[config.mk]
export PLATFORM = sky130hd
export DESIGN_NAME = sprite_compositor
export DESIGN_NICKNAME = d
export VERILOG_FILES = /design/src/rtl/compositor_pkg.sv /design/src/rtl/vga_timing_gen.sv /design/src/rtl/sprite_compositor.sv
export SDC_FILE = /design/constraint.sdc
export NUM_CORES = 1
export LEC_CHECK = 0
export BUFFER_PORTS_ARGS = -buffer_cell sky130_fd_sc_hd__buf_2
export CORE_MARGIN = 1
export CORE_UTILIZATION = 54
export DETAILED_ROUTE_END_ITERATION = 10
export GPL_TIMING_DRIVEN = 1
export PLACE_DENSITY = 0.87
export RECOVER_POWER = 50
export SYNTH_ARGS = -nofsm -noshare
export SYNTH_HDL_FRONTEND = slang
export SYNTH_HIERARCHICAL = 1
export SYNTH_SLANG_ARGS = --single-unit
[constraint.sdc]
create_clock -name clk -period 10.7 [get_ports clk]
set_input_delay 1.07 -clock clk [delete_from_list [all_inputs] [get_ports clk]]
set_output_delay 1.07 -clock clk [all_outputs]
set_load 0.1 [all_outputs]
[src/rtl/compositor_pkg.sv]
// Shared raster timing, command-word layout and action codes for the sprite compositor.
package compositor_pkg;

  localparam int H_VISIBLE = 640;
  localparam int H_FRONT   = 16;
  localparam int H_SYNC    = 96;
  localparam int H_BACK    = 48;
  localparam int H_TOTAL   = H_VISIBLE + H_FRONT + H_SYNC + H_BACK;

  localparam int V_VISIBLE = 480;
  localparam int V_FRONT   = 10;
  localparam int V_SYNC    = 2;
  localparam int V_BACK    = 33;
  localparam int V_TOTAL   = V_VISIBLE + V_FRONT + V_SYNC + V_BACK;

  localparam int H_SYNC_START = H_VISIBLE + H_FRONT;
  localparam int H_SYNC_END   = H_SYNC_START + H_SYNC - 1;
  localparam int V_SYNC_START = V_VISIBLE + V_FRONT;
  localparam int V_SYNC_END   = V_SYNC_START + V_SYNC - 1;

  localparam int CMD_COMP_HI = 31;
  localparam int CMD_COMP_LO = 26;
  localparam int CMD_ACT_HI  = 20;
  localparam int CMD_ACT_LO  = 17;
  localparam int CMD_TYPE_HI = 16;
  localparam int CMD_TYPE_LO = 14;
  localparam int CMD_DATA_HI = 12;
  localparam int CMD_DATA_LO = 0;

  typedef enum logic [3:0] {
    ACT_SET_MASK = 4'h1,
    ACT_SET_BG   = 4'h2,
    ACT_RESTORE  = 4'hF
  } action_e;

  typedef enum logic [2:0] {
    CH_RED   = 3'd0,
    CH_GREEN = 3'd1,
    CH_BLUE  = 3'd2
  } channel_e;

endpackage

[src/rtl/vga_timing_gen.sv]
// 640x480 raster counters with sync/visible decode and a frame_start pulse at (0,0).
module vga_timing_gen
  import compositor_pkg::*;
(
  input  logic       clk,
  input  logic       reset,
  output logic [9:0] hcount,
  output logic [9:0] vcount,
  output logic       visible,
  output logic       hsync_on,
  output logic       vsync_on,
  output logic       frame_start
);

  always_ff @(posedge clk or posedge reset) begin
    if (reset) begin
      hcount <= '0;
      vcount <= '0;
    end else if (hcount == 10'(H_TOTAL - 1)) begin
      hcount <= '0;
      vcount <= (vcount == 10'(V_TOTAL - 1)) ? 10'd0 : vcount + 10'd1;
    end else begin
      hcount <= hcount + 10'd1;
    end
  end

  // Sync flags are active-high here; the top inverts them at the pins.
  assign visible     = (hcount < 10'(H_VISIBLE)) && (vcount < 10'(V_VISIBLE));
  assign hsync_on    = (hcount >= 10'(H_SYNC_START)) && (hcount <= 10'(H_SYNC_END));
  assign vsync_on    = (vcount >= 10'(V_SYNC_START)) && (vcount <= 10'(V_SYNC_END));
  assign frame_start = (hcount == 10'd0) && (vcount == 10'd0);

endmodule

[src/rtl/sprite_compositor.sv]
// Priority/colour-key merge of sprite layers onto registered VGA pins, two-cycle pipeline.
// Optional per-frame layer-0 collision flags under `SPRITE_COMPOSITOR_COLLISION_EN.
module sprite_compositor
  import compositor_pkg::*;
#(
  parameter int          NUM_LAYERS      = 8,
  parameter logic [23:0] TRANSPARENT_RGB = 24'h202020,
  parameter logic [23:0] BG_RGB_RESET    = 24'h5C94FC,
  parameter logic [5:0]  COMPONENT_ID    = 6'b000000
) (
  input  logic                     clk,
  input  logic                     reset,
  input  logic                     write,
  input  logic [31:0]              writedata,
  input  logic [NUM_LAYERS*24-1:0] layer_rgb,
  output logic [9:0]               hcount,
  output logic [9:0]               vcount,
  output logic                     frame_start,
  output logic [7:0]               VGA_R,
  output logic [7:0]               VGA_G,
  output logic [7:0]               VGA_B,
  output logic                     VGA_HS,
  output logic                     VGA_VS,
  output logic                     VGA_BLANK_n,
  output logic [NUM_LAYERS-1:0]    collision
);

  logic visible, hsync_on, vsync_on;

  vga_timing_gen u_timing (
    .clk         (clk),
    .reset       (reset),
    .hcount      (hcount),
    .vcount      (vcount),
    .visible     (visible),
    .hsync_on    (hsync_on),
    .vsync_on    (vsync_on),
    .frame_start (frame_start)
  );

  logic          cmd_hit;
  action_e       action;
  channel_e      channel;
  logic [12:0]   action_data;
  logic          unused_cmd;

  assign cmd_hit     = write && (writedata[CMD_COMP_HI:CMD_COMP_LO] == COMPONENT_ID);
  assign action      = action_e'(writedata[CMD_ACT_HI:CMD_ACT_LO]);
  assign channel     = channel_e'(writedata[CMD_TYPE_HI:CMD_TYPE_LO]);
  assign action_data = writedata[CMD_DATA_HI:CMD_DATA_LO];
  assign unused_cmd  = ^writedata;

  logic [NUM_LAYERS-1:0] shadow_mask, active_mask;
  logic [23:0]           shadow_bg, active_bg;

  always_ff @(posedge clk or posedge reset) begin
    if (reset) begin
      shadow_mask <= '1;
      shadow_bg   <= BG_RGB_RESET;
    end else if (cmd_hit) begin
      case (action)
        ACT_SET_MASK: shadow_mask <= action_data[NUM_LAYERS-1:0];
        ACT_SET_BG: begin
          case (channel)
            CH_RED:   shadow_bg[23:16] <= action_data[7:0];
            CH_GREEN: shadow_bg[15:8]  <= action_data[7:0];
            CH_BLUE:  shadow_bg[7:0]   <= action_data[7:0];
            default:  ;
          endcase
        end
        ACT_RESTORE: begin
          shadow_mask <= '1;
          shadow_bg   <= BG_RGB_RESET;
        end
        default: ;
      endcase
    end
  end

  // Commit samples the shadow before any same-cycle write lands.
  always_ff @(posedge clk or posedge reset) begin
    if (reset) begin
      active_mask <= '1;
      active_bg   <= BG_RGB_RESET;
    end else if (frame_start) begin
      active_mask <= shadow_mask;
      active_bg   <= shadow_bg;
    end
  end

  logic [NUM_LAYERS*24-1:0] s1_layers;
  logic                     s1_visible, s1_hsync, s1_vsync;

  always_ff @(posedge clk or posedge reset) begin
    if (reset) begin
      s1_layers  <= '0;
      s1_visible <= 1'b0;
      s1_hsync   <= 1'b0;
      s1_vsync   <= 1'b0;
    end else begin
      s1_layers  <= layer_rgb;
      s1_visible <= visible;
      s1_hsync   <= hsync_on;
      s1_vsync   <= vsync_on;
    end
  end

  logic [NUM_LAYERS-1:0] opaque;
  logic [23:0]           pixel;

  always_comb begin
    for (int k = 0; k < NUM_LAYERS; k++) begin
      opaque[k] = active_mask[k] && (s1_layers[24*k +: 24] != TRANSPARENT_RGB);
    end
  end

  // Walk from lowest priority up so the lowest-index opaque layer wins.
  always_comb begin
    pixel = active_bg;
    for (int k = NUM_LAYERS - 1; k >= 0; k--) begin
      if (opaque[k]) pixel = s1_layers[24*k +: 24];
    end
  end

  always_ff @(posedge clk or posedge reset) begin
    if (reset) begin
      VGA_R       <= '0;
      VGA_G       <= '0;
      VGA_B       <= '0;
      VGA_HS      <= 1'b1;
      VGA_VS      <= 1'b1;
      VGA_BLANK_n <= 1'b0;
    end else begin
      {VGA_R, VGA_G, VGA_B} <= s1_visible ? pixel : 24'h0;
      VGA_HS      <= ~s1_hsync;
      VGA_VS      <= ~s1_vsync;
      VGA_BLANK_n <= s1_visible;
    end
  end

`ifdef SPRITE_COMPOSITOR_COLLISION_EN
  logic [NUM_LAYERS-1:0] sticky, hits;

  assign hits = (s1_visible && opaque[0]) ? {opaque[NUM_LAYERS-1:1], 1'b0} : '0;

  always_ff @(posedge clk or posedge reset) begin
    if (reset) begin
      sticky    <= '0;
      collision <= '0;
    end else if (frame_start) begin
      collision <= sticky;
      sticky    <= hits;
    end else begin
      sticky    <= sticky | hits;
    end
  end
`else
  assign collision = '0;
`endif

endmodule

* Yosys cells after proc, flatten, opt, wreduce, memory -nomap -nowiden
Index checks and enable logic that the tools add are counted.
** Operators by class
- Shifts and indexed selects :: 0
- Add/subtract/negate cells :: 2
- Multiplexer cells :: 16
- Div/mod/pow operators :: 0
- $mul :: 0
- Equality and inequality tests :: 18
- Magnitude comparators :: 6
- Bitwise operators :: 2
- Reductions and logical operators :: 23
** Operators by type and width (number)
- $mux W24 :: 9
- $ne A24 B22 Y1 const B :: 8
- $pmux W24 S2 :: 1
- $mux W8 :: 3
- $add A10 B1 Y10 const B :: 2
- $eq A10 B10 Y1 const B :: 2
- $logic_not A10 Y1 :: 2
- $mux W10 :: 2
- $pmux W8 S2 :: 1
- $logic_and A1 B1 Y1 :: 13
- $ge A10 B10 Y1 const B :: 1
- $ge A10 B9 Y1 const B :: 1
- $le A10 B10 Y1 const B :: 1
- $le A10 B9 Y1 const B :: 1
- $lt A10 B10 Y1 const B :: 1
- $lt A10 B9 Y1 const B :: 1
- $reduce_and A3 Y1 :: 3
- $logic_not A6 Y1 :: 1
- $eq A4 B1 Y1 const B :: 1
- $eq A4 B2 Y1 const B :: 1
- $eq A4 B4 Y1 const B :: 1
- $ne A2 B1 Y1 const B :: 2
- $reduce_bool A2 Y1 :: 2
- $eq A3 B1 Y1 const B :: 1
- other kinds (5) :: 6
** Storage, ports and cells
- Bits in registers :: 306
- Memory bits (writable) :: 0
- Input bits :: 227
- ROM bits :: 0
- Bits in latches :: 0
- Memories kept :: 0
- Logic and storage cells :: 85
- Output and inout bits :: 56

* Depth between registers and ports, before layout
Gate-level depths: netlist of the first run.
- Depth in word-level cells :: 11
- Mapped depth :: 9
- Mapped depth without buffers :: 7

* Modules after synthesis
Netlist of the first run, hierarchy kept.
** Modules (own cells, without submodules)
- sprite_compositor :: sequential area each 7211.9 um^2, area each 11054.4 um^2, cells each 862, instances 1
- vga_timing_gen :: sequential area each 500.5 um^2, area each 1088.5 um^2, cells each 112, instances 1

* Least setup slack after synthesis of the first run
No wires, ideal clock.
- Path type :: register -> register
- Start point :: register u_timing.hcount[5]
- End point :: register active_bg[0]
- Stages on the path, launching flop included :: 8
- Setup slack :: 4.996 ns
- Data required time :: 10.575 ns
- Arrival time :: 5.579 ns
- Cells stage by stage :: dfrtp_1 -> or2_2 -> nor3_1 -> nand4_1 -> nor4_1 -> clkbuf_1 -> buf_1 -> mux2_2
** Between the ends
- Cells in the longest elaborated chain, start to end :: 2
** RTL lines
- from (decl) :: RTL line vga_timing_gen.sv:7 : output logic [9:0] hcount,
- from (signal assigned) :: RTL line vga_timing_gen.sv:23 : hcount <= hcount + 10'd1;
- $logic_not A10 Y1 :: RTL line vga_timing_gen.sv:31 : assign frame_start = (hcount == 10'd0) && (vcount == 10'd0);
- $logic_and A1 B1 Y1 :: RTL line vga_timing_gen.sv:31
- named net frame_start :: RTL line sprite_compositor.sv:18 : output logic frame_start,
- to (signal assigned) :: RTL line sprite_compositor.sv:87 : active_bg <= shadow_bg;
- to (decl) :: RTL line sprite_compositor.sv:54 : logic [23:0] shadow_bg, active_bg;
The timed path passes the listed nets, and every way through them passes these cells.
A chain may end at the register's enable or synchronous reset.

==> reports/results.ini, run 1 <==
[run_status]
status=complete, but fails checks
violations=design-rule violations, max-capacitance violations, max-slew violations

[placed_design]
gp_congestion=0.930
dp.cells=1475
dpl.hpwl_um=24300
io_buffers=263

[synth]
avgSynthCellArea_um2=12.5
synth.mux.area_fraction=0.0565
synth-xor-area-share=0.00721
synth_most_common_cell=dfrtp_1
yosysSeqAreaShare=0.635
synth-simple-area-share=0.134
synth-edff-count=0
synth_compound_area_frac=0.131
yosys.area_share.adder=0.00412
synth_common_cells=dfrtp_1, nand2_1, nor2_1
synth_top_family_by_area=simple AND/OR/NAND/NOR gates
async_reset_ff_frac=1.00
synth.largest_area_cell=dfrtp_1
synth.area.top_cells=dfrtp_1, dfstp_2, mux2_2, nand2_1, mux2i_1
synth-seq-cells=306
ys_warn_count=6
syn_inst=974
ys_types=75
synth_flop_cell=dfrtp_1
yosys.area.top_type_share=0.540
syn-cell-area_um2=12100

[drt]
drt_iter0_markers=740
first_pass_iters=8
wire_per_inst_um=21.9
vias=9299
ant_nets=0
drc_errors=36
drt-total-wl_um=33600
viasPerCell=6.06

[worst_hold_path]
worstHoldStart=s1_vsync
hold_path_end=VGA_VS
hold_depth=1
hold_class=reg2reg

[layout]
drive_gt1_frac=0.323
layoutNonFillerInstCount=1534
final_core_util=0.664
area.growth.synth_to_final_pct=20.1
nNetsFinal=1458

[clock_network]
cts_sinks=306
cts_resized=0
cts_tree=built
ctsRootBufferMaster=clkbuf_16
path_clk_slew_ns=0.07
cts_setup_buffers=0
clk_path_buf_depth=3
insertion_delay_ns=0.55
ctsHtreeMaxLevel=1
cts_buffers=30
hold_buffers=0

[timing]
finalSetupViolations=0
worstMarginPinSlew_ns=5.46
tns_ns=0
finalHoldViolCount=0
maxSlewHeadroom=-2.66
rsz0062_at_grt=no
fin_skew_ns=0.00798
fmax_mhz=201
whs_ns=0.347
finalCritPeriodShare=0.466
final-max-slew-violation-count=131
layout_min_cycle_time_ns=4.99

[global_routing]
grt_pass1_wl_um=51000
grt_pass1_vias=9101
antenna_found_initial=5
grt_max_degree=131
grt.overflow.total=0
track_usage=0.290

[floorplan]
die_h_um=152
die_w_um=152
start_util=0.553
die-area_um2=23100
core_area_um2=22000
rows=54
pin_count=283

[setup_path]
r2r_end=VGA_G[5]
worstSetupEndpointType=asynchronous set/reset pin
crit_required_ns=11.22
cp_max_fo=130
crit_arrival_ns=5.51
start_kind=primary input
r2r_cells=6
regToRegStartpoint=s1_layers[178]
criticalPathCategory=in2async
r2r_slack_ns=7.35

[pwr]
power.leakage_nw=6.65
total_power_mw=2.40
ir_worst_vdd_v=0.000130
p_per_area_nw_per_um2=164

[run]
maxCapViolCount=1

## final cells by class
| cell class | count | area (um^2) |
|---|---|---|
| Clock buffer | 43 | 860 |
| Clock inverter | 11 | 146 |
| Antenna cell | 5 | 12.5 |
| Timing Repair Buffer | 270 | 1340 |
| Inverter | 29 | 110 |
| Multi-Input combinational cell | 590 | 4060 |
| Tap cell | 280 | 350 |
| Fill cell | 1620 | 7370 |
| Sequential cell | 306 | 7710 |
## stage by stage
stage / instance area (um^2) / setup slack (ns)
after floorplan: 12200 / 1.81
after global placement: 13600 / 7.35
after detailed placement: 13600 / 7.29
after CTS: 14600 / 6.70
after global routing: 14600 / 4.74
final: 14600 / 5.71
## metal layers
metal / vias to the layer above / global-route usage / routed length (um)
met5: - / 0 / 9
met4: 2 / 0.127 / 1390
met3: 95 / 0.0559 / 2870
met2: 489 / 0.481 / 16400
met1: 4646 / 0.373 / 13000
li1: 4067 / - / -
## where the power goes
| part | internal, mW | leakage [nW] | switching (mW) |
|---|---|---|---|
| Clock | 0.629 | 0.492 | 0.435 |
| Combinational | 0.0366 | 2.56 | 0.0632 |
| Sequential | 1.20 | 3.60 | 0.0313 |
## cells in the final DEF (no fill, tap or decap), types with 30 or more instances in the layout
master	instances
dfrtp_1	262
buf_2	238
nand2_1	75
nor2_1	56
dfstp_2	44
nand3_1	36
mux2_2	36
o21ai_0	33
clkbuf_1	32
clkbuf_16	30
## worst max path at each step
| stage | from | to | slack (ns) |
|---|---|---|---|
| detailed placement | u_timing/vcount[4] | frame_start | 7.29 |
| floorplan | reset | VGA_BLANK_n | 1.81 |
| finish | reset | s1_layers[88] | 5.71 |
| global placement | u_timing/hcount[5] | frame_start | 7.35 |
| CTS | u_timing/vcount[4] | frame_start | 6.70 |
| global route | reset | s1_layers[141] | 4.74 |
## registers in the layout, indices dropped and copies added, names as in the netlist, 8 cells and up
| register | count |
|---|---|
| active_mask | 8 |
| shadow_mask | 8 |
| VGA_R | 8 |
| u_timing/vcount | 10 |
| s1_layers | 192 |
| VGA_B | 8 |
| active_bg | 24 |
| shadow_bg | 24 |
| u_timing/hcount | 10 |
| VGA_G | 8 |
## critical path, stage by stage
cell and delay (ns):
clkbuf_1 0.09, clkinvlp_2 3.01, buf_4 1.17
## cells by family after synthesis
family	count (synthesis)
AO/OA/AOI/OAI	217
buffers and inverters	85
other	1
flip-flops	306
multiplexers	64
adder cells (fa/ha/maj)	4
AND/OR/NAND/NOR	287
XOR/XNOR	10
(Power assumes the default switching activity.)
==> run 2, diff against run 1 <==
==> constraint.sdc (replaced) <==
create_clock -name clk -period 4.9 [get_ports clk]
set_input_delay 0.49 -clock clk [delete_from_list [all_inputs] [get_ports clk]]
set_output_delay 0.49 -clock clk [all_outputs]
set_load 0.1 [all_outputs]
==> run 2 against run 1 <==
Against the previous run: the flow still finishes with violations (design-rule violations, max-capacitance violations, max-slew violations); non-clock buffer count increased by 1; final cell count is 0.13% higher; clock skew increased by 0.0048 ns; power grew 120%; hold slack lost 0.33 ns; highest routed layer is now met4.
==> reports/results.ini, run 2 (synthesis results as in run 1) <==
[pwr]
power.leakage_nw=6.69  ; +0.60%
p_per_area_nw_per_um2=363  ; +120%
ir_worst_vdd_v=0.000260  ; +100%

[layout]
drive_gt1_frac=0.333  ; +0.0101
final_core_util=0.668  ; +0.00410
multi_input_area_um2=4080  ; +0.65%
top_regs=s1_layers x192, active_bg x24, shadow_bg x24
register_area_um2=7710  ; unchanged
layout_common_cells=dfrtp_1, buf_2, nand2_1
layoutNonFillerInstCount=1536  ; +0.13%
area.growth.synth_to_final_pct=20.9
fill_cells=1610  ; -0.62%
layout_commonest_cell=dfrtp_1
regMostFlops=s1_layers
nNetsFinal=1460  ; +0.14%
largest_reg_flops=192  ; unchanged

[setup_path]
critPathTopFamily=buffers and inverters
cp_num_buf_inv=2  ; -1
worstSetupEndpointType=output pin
regToRegStartpoint=s1_layers[180]
cp_slowest_cell=buf_2
crit_chain=or2_2, nor3_1, nand4_1, nor4_4, buf_4, buf_2
crit_arrival_ns=2.93  ; -2.58 ns
criticalPathCategory=reg2out
start_kind=flop
cp_max_fo=37  ; -72%
crit_required_ns=4.41  ; -6.81 ns
crit_cells=6  ; +3
r2r_end=VGA_R[6]
r2r_slack_ns=1.59  ; -5.76 ns
r2r_cells=6  ; unchanged
critPathLaunch=u_timing/hcount[5]
cp-endpoint=frame_start
cp_slowest_stage_delay_ns=0.52  ; -2.49 ns

[global_routing]
grt_max_degree=154  ; +18%
grt_busiest_layer=met2
met3_usage=0.0568  ; +0.000856
grt_pass1_vias=9295  ; +2.1%
grt_pass1_wl_um=51000  ; unchanged
grt_use_met1=0.378  ; +0.00456
track_usage=0.290  ; about the same
antenna_found_initial=4  ; -1
met2_usage=0.476  ; -0.00595
grt.overflow.total=0  ; unchanged

[clock_network]
cts_resized=0  ; unchanged
cts_sinks=306  ; unchanged
clk_path_buf_depth=3  ; unchanged
cts_tree=built
cts_setup_buffers=0  ; unchanged
ctsRootBufferMaster=clkbuf_16
insertion_delay_ns=0.57  ; +0.02 ns
ctsHtreeMaxLevel=1  ; unchanged
path_clk_slew_ns=0.06  ; about the same
hold_buffers=0  ; unchanged
cts_buffers=31  ; +3.3%

[floorplan]
die_h_um=152  ; unchanged
pin_count=283  ; unchanged
rows=54  ; unchanged
die-area_um2=23100  ; unchanged
core_area_um2=22000  ; unchanged
start_util=0.553  ; unchanged
die_w_um=152  ; unchanged

[timing]
worstMarginPinSlew_ns=3.04  ; -2.41 ns
rsz0062_at_grt=no
fin_skew_ns=0.0128  ; +0.00481 ns
whs_ns=0.0193  ; -0.328 ns
finalHoldViolCount=0  ; unchanged
final-max-slew-violation-count=62  ; -53%
fmax_mhz=293
tns_ns=0  ; unchanged
maxSlewHeadroom=-1.03  ; +1.63
finalCritPeriodShare=0.697
finalSetupViolations=0  ; unchanged
layout_min_cycle_time_ns=3.42

[worst_hold_path]
hold_class=in2reg
hold_depth=1  ; unchanged

[drt]
drc_errors=38  ; +5.6%
drt_iter0_markers=758  ; +2.4%
viasPerCell=6.04  ; -0.37%
first_pass_iters=8  ; unchanged
vias=9277  ; -0.24%
drt-total-wl_um=33700  ; +0.18%
ant_nets=0  ; unchanged
wire_per_inst_um=21.9  ; about the same

[placed_design]
dpl.hpwl_um=24700  ; +1.4%
io_buffers=263  ; unchanged
gp_congestion=0.913  ; -1.9%
dp.cells=1476  ; +0.068%

[run_status]
status=complete, but fails checks
violations=design-rule violations, max-capacitance violations, max-slew violations

[run]
maxCapViolCount=1  ; unchanged

[run 2: how the worst min path moves through the flow]
| stage | start | end | slack [ns] |
|---|---|---|---|
| 2_1_floorplan | s1_hsync | VGA_HS | 0.34 |
| 4_1_cts | layer_rgb[173] | s1_layers[173] | 0.009 |
| 6_report | layer_rgb[173] | s1_layers[173] | 0.02 |
| 3_3_place_gp | s1_hsync | VGA_HS | 0.34 |
| 5_1_grt | layer_rgb[2] | s1_layers[2] | 0.01 |
| 3_5_place_dp | s1_vsync | VGA_VS | 0.35 |
[run 2: metal layers]
metal  vias to the layer above  share of wire
li1                       4078              -
met1                      4630           0.39
met2                       486           0.48
met3                        83          0.077
met4                         0          0.046
met5                         -              0
[run 2: layout make-up]
cell class                      count  share of cell area
Sequential cell                   306               0.526
Inverter                           29             0.00750
Multi-Input combinational cell    590               0.278
Tap cell                          280              0.0239
Clock buffer                       41              0.0575
Timing Repair Buffer              271              0.0929
Antenna cell                        3            0.000512
Clock inverter                     16              0.0140
[run 2: where the power goes]
part	internal, mW	total [mW]	switching [mW]
clock	1.42	2.42	0.991
sequential	2.63	2.69	0.0676
combinational	0.0818	0.219	0.138
[run 2: through the flow]
step | setup WS, ns | total power, mW | area (um^2)
6_report | 1.48 | 5.33 | 14700
5_1_grt | 1.22 | 5.47 | 14700
4_1_cts | 1.49 | 5.35 | 14700
3_5_place_dp | 1.74 | 2.96 | 13600
3_3_place_gp | 1.88 | 2.95 | 13600
2_1_floorplan | 0.395 | 2.82 | 12200
==> run 3, diff against run 2 <==
--- a/config.mk
+++ b/config.mk
@@ -7,10 +7,10 @@
 export LEC_CHECK = 0
 export BUFFER_PORTS_ARGS = -buffer_cell sky130_fd_sc_hd__buf_2
 export CORE_MARGIN = 1
-export CORE_UTILIZATION = 54
+export CORE_UTILIZATION = 49
 export DETAILED_ROUTE_END_ITERATION = 10
 export GPL_TIMING_DRIVEN = 1
-export PLACE_DENSITY = 0.87
+export PLACE_DENSITY = 0.84
 export RECOVER_POWER = 50
 export SYNTH_ARGS = -nofsm -noshare
 export SYNTH_HDL_FRONTEND = slang
==> constraint.sdc (replaced) <==
create_clock -name clk -period 3 [get_ports clk]
set_input_delay 0.3 -clock clk [delete_from_list [all_inputs] [get_ports clk]]
set_output_delay 0.3 -clock clk [all_outputs]
set_load 0.1 [all_outputs]
==> run 3 against run 2 <==
Against the previous run: clock power up 71%; non-clock buffer count up 209; clock skew up 0.0063 ns; via count up 13%; the flow finishes with violations (max-capacitance violations, max-slew violations); register-to-register slack worse by 1.3 ns; routed wire length up 21%; critical endpoint is now VGA_G[1]; flip-flop and latch count unchanged; sequential share of layout area down 6.8 points; count of clock-buffer cells in the layout up 2.
==> reports/results.ini, run 3 (synthesis results as in run 1) <==
[drt]
drc_errors=0  ; -100%
ant_nets=0  ; unchanged
drt-total-wl_um=40900  ; +21%
viasPerCell=5.87  ; -2.8%
wire_per_inst_um=22.8  ; +4.1%
vias=10500  ; +13%
first_pass_iters=7  ; -1
drt_iter0_markers=915  ; +21%

[timing]
finalCritPeriodShare=0.902
tns_ns=0  ; unchanged
finalHoldViolCount=0  ; unchanged
finalSetupViolations=0  ; unchanged
rsz0062_at_grt=no
final-max-slew-violation-count=33  ; -47%
fmax_mhz=370
fin_skew_ns=0.0190  ; +0.00625 ns
postLayoutSetupSlackWorst_ns=0.294  ; -1.19 ns
worstMarginPinSlew_ns=1.63  ; -1.41 ns
whs_ns=0.0108  ; -0.00850 ns
maxSlewHeadroom=-0.0959  ; +0.933
layout_min_cycle_time_ns=2.71

[global_routing]
track_usage=0.323  ; +0.0333
grt_pass1_vias=11000  ; +18%
grt.overflow.total=0  ; unchanged
antenna_found_initial=6  ; +2
grt_pass1_wl_um=62500  ; +23%
grt_max_degree=83  ; -46%

[clock_network]
clk_path_buf_depth=3  ; unchanged
ctsRootBufferMaster=clkbuf_16
cts_sinks=306  ; unchanged
path_clk_slew_ns=0.07  ; about the same
cts_setup_buffers=0  ; unchanged
cts_tree=built
cts_buffers=31  ; unchanged
ctsHtreeMaxLevel=1  ; unchanged
insertion_delay_ns=0.57  ; about the same

[placed_design]
io_buffers=263  ; unchanged
pre_cts_ws_ns=0.481  ; -1.26 ns
dp.cells=1534  ; +3.9%
gp_congestion=0.995  ; +9.0%
dpl.hpwl_um=25200  ; +2.3%

[run_status]
violations=max-capacitance violations, max-slew violations
status=complete, but fails checks

[layout]
final_core_util=0.696  ; +0.0273
nNetsFinal=1669  ; +14%
layoutNonFillerInstCount=1790  ; +17%
largest_reg_flops=192  ; unchanged
drive_gt1_frac=0.275  ; -0.0575
layout_commonest_cell=dfrtp_1
layout_common_cells=dfrtp_1, buf_2, dlygate4sd3_1
area.growth.synth_to_final_pct=39.3
top_regs=s1_layers x192, active_bg x24, shadow_bg x24
regMostFlops=s1_layers

[setup_path]
regToRegStartpoint=s1_layers[180]
r2r_end=VGA_G[1]
criticalPathCategory=reg2reg
crit_arrival_ns=3.17  ; +0.24 ns
cp_max_fo=7  ; -81%
worstSetupEndpointType=flop
r2r_slack_ns=0.29  ; -1.30 ns
crit_required_ns=3.46  ; -0.95 ns
r2r_cells=7  ; +1
start_kind=flop

[floorplan]
rows=57  ; +5.6%
pin_count=283  ; unchanged
core_area_um2=24300  ; +11%
start_util=0.499  ; -0.0537
die_w_um=159  ; +4.9%
die-area_um2=25400  ; +10%
die_h_um=159  ; +4.9%

[run]
maxCapViolCount=1  ; unchanged

[worst_hold_path]
worstHoldStart=writedata[3]
hold_path_end=shadow_bg[11]
hold_class=in2reg
hold_depth=3  ; +2

[pwr]
p_per_area_nw_per_um2=540  ; +49%
ir_worst_vdd_v=0.000482  ; +85%
power.leakage_nw=7.50  ; +12%

==> run 3: cell types whose count changed in the layout (fill, tap and decap cells not counted), moves of 12 or more <==
| cell | change |
|---|---|
| clkbuf_1 | +41 |
| dlygate4sd3_1 | +195 |
| mux2_2 | -23 |
| buf_2 | -47 |
| dfrtp_1 | -16 |
| buf_4 | +12 |
| mux2_4 | +23 |
==> run 3: worst max path at each step <==
stage / start / to / slack, ns / cells past startpoint
after floorplan: reset / VGA_BLANK_n / -1.06 / 1
after global placement: s1_layers[106] / VGA_B[5] / 0.50 / 6
after detailed placement: s1_layers[106] / VGA_B[5] / 0.48 / 6
after CTS: u_timing/vcount[4] / frame_start / 0.36 / 4
after global routing: s1_layers[180] / VGA_G[1] / 0.17 / 7
final: s1_layers[180] / VGA_G[1] / 0.29 / 7
==> run 3: power by group <==
part	total [mW]	internal [mW]	switching, mW
clock	4.13	2.48	1.65
combinational	0.587	0.298	0.289
sequential	4.41	4.29	0.124
==> run 3: worst max-delay path, stage by stage (launching register included) <==
cell and delay (ns):
dfrtp_1 0.39, nor4b_1 0.62, nand4_1 0.30, o21ai_1 0.38
buf_4 0.23, a221oi_1 0.11, o311a_1 0.40, o21ai_1 0.18
==> run 3: repair_timing <==
action                     4_1_cts  5_1_grt
setup endpoints to repair        0        0
gates resized for setup          0        0
hold endpoints to repair       236        0
hold buffers                   195        0
==> run 3: through the flow <==
stage	power [mW]	cell area, um^2
after floorplan	4.61	12400
after global placement	4.84	14000
after detailed placement	4.85	14000
after CTS	9.05	17000
after global routing	9.36	16900
final	9.13	16900
==> run 3: layer usage <==
| layer | share of wire | routed length (um) | GRT usage |
|---|---|---|---|
| met5 | 0 | 0 | 0 |
| met4 | 0.073 | 2980 | 0.208 |
| met3 | 0.079 | 3230 | 0.0623 |
| met2 | 0.48 | 19800 | 0.540 |
| met1 | 0.36 | 14900 | 0.385 |
==> run 3: cell type report <==
cell class                 instances  area (um^2)
clock inverter                    12          183
inverter                          29          110
fill                            1672         7400
clock buffer                      43          891
antenna                            6         15.0
tap                              324          405
timing repair buffer             480         3390
multi-input combinational        590         4180
sequential                       306         7740
